<file path="src/rtl/mips789_irq_pkg.sv">
// mips789_irq_pkg: shared state encoding, default vector layout and status word field offsets for the interrupt responder.
package mips789_irq_pkg;
  typedef enum logic [1:0] {
    IRQ_IDLE = 2'd0,
    IRQ_PEND = 2'd1,
    IRQ_SERV = 2'd2,
    IRQ_RSVD = 2'd3
  } irq_state_e;
  localparam logic [31:0] IRQ_VEC_BASE_DEF   = 32'h0000_0050;
  localparam logic [31:0] IRQ_VEC_STRIDE_DEF = 32'd8;
  localparam int STAT_STATE_LSB = 0;
  localparam int STAT_ID_LSB    = 4;
  localparam int STAT_PEND_LSB  = 8;
endpackage

</file>
<file path="src/rtl/irq_pri_enc.sv">
// irq_pri_enc: fixed-priority encoder, lowest set index wins.
module irq_pri_enc #(
  parameter int N = 4
) (
  input  logic [N-1:0] req_i,
  output logic         valid_o,
  output logic [2:0]   idx_o
);
  always_comb begin
    valid_o = |req_i;
    idx_o = '0;
    for (int i = N - 1; i >= 0; i--)
      if (req_i[i]) idx_o = 3'(i);
  end
endmodule

</file>
<file path="src/rtl/irq_ctl.sv">
// irq_ctl: masks and prioritises sticky requests, raises irq_o, supplies the handler vector and pulses the winner's clear on ack.
module irq_ctl
  import mips789_irq_pkg::*;
#(
  parameter int          N_SRC      = 4,
  parameter logic [31:0] VEC_BASE   = IRQ_VEC_BASE_DEF,
  parameter logic [31:0] VEC_STRIDE = IRQ_VEC_STRIDE_DEF
) (
  input  logic             clk,
  input  logic             clr,
  input  logic [N_SRC-1:0] irq_req,
  output logic [N_SRC-1:0] src_clr,
  input  logic [31:0]      din,
  input  logic             ld_mask,
  output logic             irq_o,
  input  logic             irq_ack,
  input  logic             eret,
  output logic [31:0]      vec_o,
  output logic [31:0]      stat_o
);
  irq_state_e       state_q, state_d;
  logic [N_SRC-1:0] mask_q, mask_d, src_clr_q, src_clr_d, pend;
  logic [2:0]       cur_id_q, cur_id_d, win_id;
  logic             win_v;
  logic             unused_din;
  assign unused_din = ^din[31:N_SRC];
  assign pend = irq_req & mask_q;
  irq_pri_enc #(.N(N_SRC)) u_pri (
    .req_i  (pend),
    .valid_o(win_v),
    .idx_o  (win_id)
  );
  always_comb begin
    state_d = state_q;
    cur_id_d = cur_id_q;
    src_clr_d = '0;
    mask_d = ld_mask ? din[N_SRC-1:0] : mask_q;
    case (state_q)
      IRQ_IDLE: if (win_v) begin
        state_d = IRQ_PEND;
        cur_id_d = win_id;
      end
      IRQ_PEND: if (irq_ack) begin
        state_d = IRQ_SERV;
        src_clr_d = N_SRC'(1) << cur_id_q;
      end
      IRQ_SERV: state_d = eret ? IRQ_IDLE : IRQ_SERV;
      default: state_d = IRQ_IDLE;
    endcase
  end
  always_ff @(posedge clk) begin
    if (clr) begin
      state_q <= IRQ_IDLE;
      mask_q <= '0;
      cur_id_q <= '0;
      src_clr_q <= '0;
    end else begin
      state_q <= state_d;
      mask_q <= mask_d;
      cur_id_q <= cur_id_d;
      src_clr_q <= src_clr_d;
    end
  end
  assign src_clr = src_clr_q;
  assign irq_o = state_q == IRQ_PEND;
  assign vec_o = VEC_BASE + 32'(cur_id_q) * VEC_STRIDE;
  always_comb begin
    stat_o = '0;
    stat_o[STAT_STATE_LSB +: 2] = state_q;
    stat_o[STAT_ID_LSB +: 3] = cur_id_q;
    stat_o[STAT_PEND_LSB +: 8] = 8'(pend);
  end
endmodule

</file>
<file path="config.mk">
export PLATFORM = sky130hd
export DESIGN_NAME = irq_ctl
export DESIGN_NICKNAME = d
export VERILOG_FILES = /design/src/rtl/mips789_irq_pkg.sv /design/src/rtl/irq_pri_enc.sv /design/src/rtl/irq_ctl.sv
export SDC_FILE = /design/constraint.sdc
export NUM_CORES = 1
export LEC_CHECK = 0
export ABC_AREA = 1
export BUFFER_PORTS_ARGS = -buffer_cell sky130_fd_sc_hd__buf_4
export CAP_MARGIN = 20
export CORE_MARGIN = 2
export CORE_UTILIZATION = 35
export DETAILED_ROUTE_END_ITERATION = 6
export GPL_ROUTABILITY_DRIVEN = 0
export PLACE_DENSITY = 0.88
export REMOVE_ABC_BUFFERS = 1
export SLEW_MARGIN = 40
export SYNTH_ARGS = -nofsm -noshare
export SYNTH_HDL_FRONTEND = slang
export SYNTH_SLANG_ARGS = --single-unit
</file>
<file path="constraint.sdc">
create_clock -name clk -period 1.7 [get_ports clk]
set_clock_uncertainty 0.05 [all_clocks]
set_input_delay 0.17 -clock clk [delete_from_list [all_inputs] [get_ports clk]]
set_output_delay 0.17 -clock clk [all_outputs]
set_load 0.03 [all_outputs]
</file>
==> metrics.cfg <==
[floorplan]
start_util_pct = 36.9
die_area_um2 = 3010
core_area_um2 = 2450
rows = 18
fp.dieW_um = 54.8
die-height_um = 54.8
num_io_pins = 110

[sta]
final-hold-violation-count = 0
fin_crit_sh_pct = 72.2
clock.fmax_mhz = 814
setup_viol_count_final = 0
slew_viol_final = 0
layout_min_cycle_time_ns = 1.23
rsz0062_at_grt = no
fin_setup_tns_ns = 0

[grt]
met3_usage_pct = 2.46
grtUsageMet1_pct = 8.67
overflow = 0
grtUsageTotal_pct = 8.82
grt_use_met2_pct = 16.9
grt_start_max_net_pins = 10
top_usage_layer = met2
grt_pass1_wl_mm = 1.88
antenna_found_initial = 0
grt_pass1_vias = 459

[placed_design]
dp_hpwl_mm = 1.26
place_inst = 179
place.port_buffers = 28
dpl_cell_area_um2 = 931

[setup_path]
endpoint_kind = output port
reg2reg_slack_ns = 0.68
max_stage_delay_ns = 0.40
start_kind = flip-flop
crit_chain = inv_1 > nand2_1 > inv_2 > buf_4
path_class = flip-flop to output port
cp_num_cells = 4
reg2regPathDepth = 6
r2r-start = state_q[1]
arrival_ns = 1.01
required_ns = 1.48
cp_slowest_cell = dfxtp_1
path_delay_family = flip-flops
r2r-end = cur_id_q[0]
path_max_fanout = 4
cp.buffers_inverters = 3

[cts]
hold_buffers = 0
clockBufferDepth = 2
cts_tree = built
path_clk_slew_ns = 0.08
cts.sinks = 12
cts_inserted_buffers = 3
htree_levels = 1
clk_latency_ns = 0.27
cts_setup_buffers = 0
cts_root_buf = clkbuf_4
post_cts_resized = 0

[power_and_ir_drop]
power_w = 0.000897
leakagePower_nw = 0.609
ir_drop_mv = 0.451
power_density_nw_per_um2 = 927

[min_path]
hold_path.class = primary input to flip-flop
worstHoldStart = din[2]
holdPathEnd = mask_q[2]
hold_depth = 3

[layout]
fin_area_um2 = 967
diodes = 0
drive_above_1_share_pct = 26.1
areaGrowthSynthToFinish_pct = 6.92
nets = 195
finalNonFillerCells = 183

[synthesis]
synth_edf_count = 0
syn_area_um2 = 905
synth.area.top_cells = buf_4 (46%), dfxtp_1 (27%), nand2_1 (6.2%)
ys_async_sr_fraction_pct = 0
syn_avg_cell_area_um2 = 7.24
seq_area_frac_synth_pct = 26.6
synth-xor-area-share_pct = 0
synth_commonest_cells = buf_4 (55), nand2_1 (15), nor2_1 (14)
synthCells = 125
yosys_warnings = 0
yosys.area_share.simple_pct = 18.5
synth_fa_ha_area_share_pct = 0
yosys.area.top_type = buf_4
synth_mux_area_share_pct = 0
ys_ff_latch = 12
synth_compound_area_share_pct = 3.32
synth_top_family_by_area = buffers and inverters
synth-main-ff-cell = dfxtp_1
yosysUniqueCellTypes = 17
synth.top_cell.area_share_pct = 45.6
synth_most_common_cell = buf_4

[job]
cap_viol_max_count = 0

[route]
vias = 651
routed_wl_mm = 1.45
ant_nets = 0
drc = 0
routed_via_density = 3.56
wl_per_cell_um = 7.91
drt-pass1-iter-count = 4
drt_first_iter_violations = 10

[outcome]
status = finished, final reports clean

[tightest hold or removal path: stages]
cell,delay (ns)
buf_4,0.08
nor2_1,0.03
nor2_1,0.08
[worst max path at each step]
stage | start | endpoint | slack [ns]
after floorplan | cur_id_q[1] | src_clr[0] | 0.27
after global placement | state_q[0] | state_q[1] | 0.72
after detailed placement | state_q[0] | state_q[1] | 0.70
after CTS | state_q[1] | irq_o | 0.47
after global routing | state_q[1] | irq_o | 0.39
final | state_q[1] | irq_o | 0.47
[cells in the final DEF (no fill, tap or decap)]
cell type	count
dfxtp_1	12
nand2_1	15
nand2_2	2
o21ai_0	5
inv_2	3
nand4_1	2
a21oi_1	1
and3_1	1
nand3_2	1
clkbuf_4	3
nor2_2	1
or2_1	1
nand3_1	1
conb_1	53
clkbuf_8	1
nor2_1	14
clkinv_2	1
buf_4	28
inv_1	8
[state kept, by name, indices dropped and copies added (netlist names)]
name      cells
src_clr       4
mask_q        4
cur_id_q      2
state_q       2
[final cells by class]
type	instances	area (µm²)
Fill cell	274	1490
Multi-Input combinational cell	97	397
Sequential cell	12	240
Timing Repair Buffer	28	210
Inverter	12	46.3
Tap cell	30	37.5
Clock buffer	4	36.3
[metrics by stage]
| step | setup slack (ns) | hold slack [ns] | util, % |
|---|---|---|---|
| 4_1_cts | 0.468 | 0.0721 | 39.4 |
| 6_report | 0.472 | 0.0765 | 39.4 |
| 3_3_place_gp | 0.724 | 0.340 | 37.9 |
| 5_1_grt | 0.389 | 0.0884 | 39.4 |
| 3_5_place_dp | 0.696 | 0.356 | 37.9 |
| 2_1_floorplan | 0.271 | 0.255 | - |
[cell families (layout without fill, tap and decap cells)]
kind of cell	Yosys count	in the layout
other	2	53
AOI/OAI and AO/OA	6	6
DFF	12	12
buffers and inverters	67	44
and+or+nand+nor	38	38
[report_power, final]
group          switching (W)  internal [W]  leakage, nW
clock network      0.0000953      0.000130       0.0210
registers          0.0000167      0.000301       0.0984
logic               0.000276     0.0000786        0.489
total               0.000388      0.000509        0.609
[metal layers]
layer	vias up	wire, µm
li1	324	-
met1	274	469
met2	53	746
met3	0	231
met4	0	0
met5	-	0
Note: power is estimated with default switching activity, not from simulation.
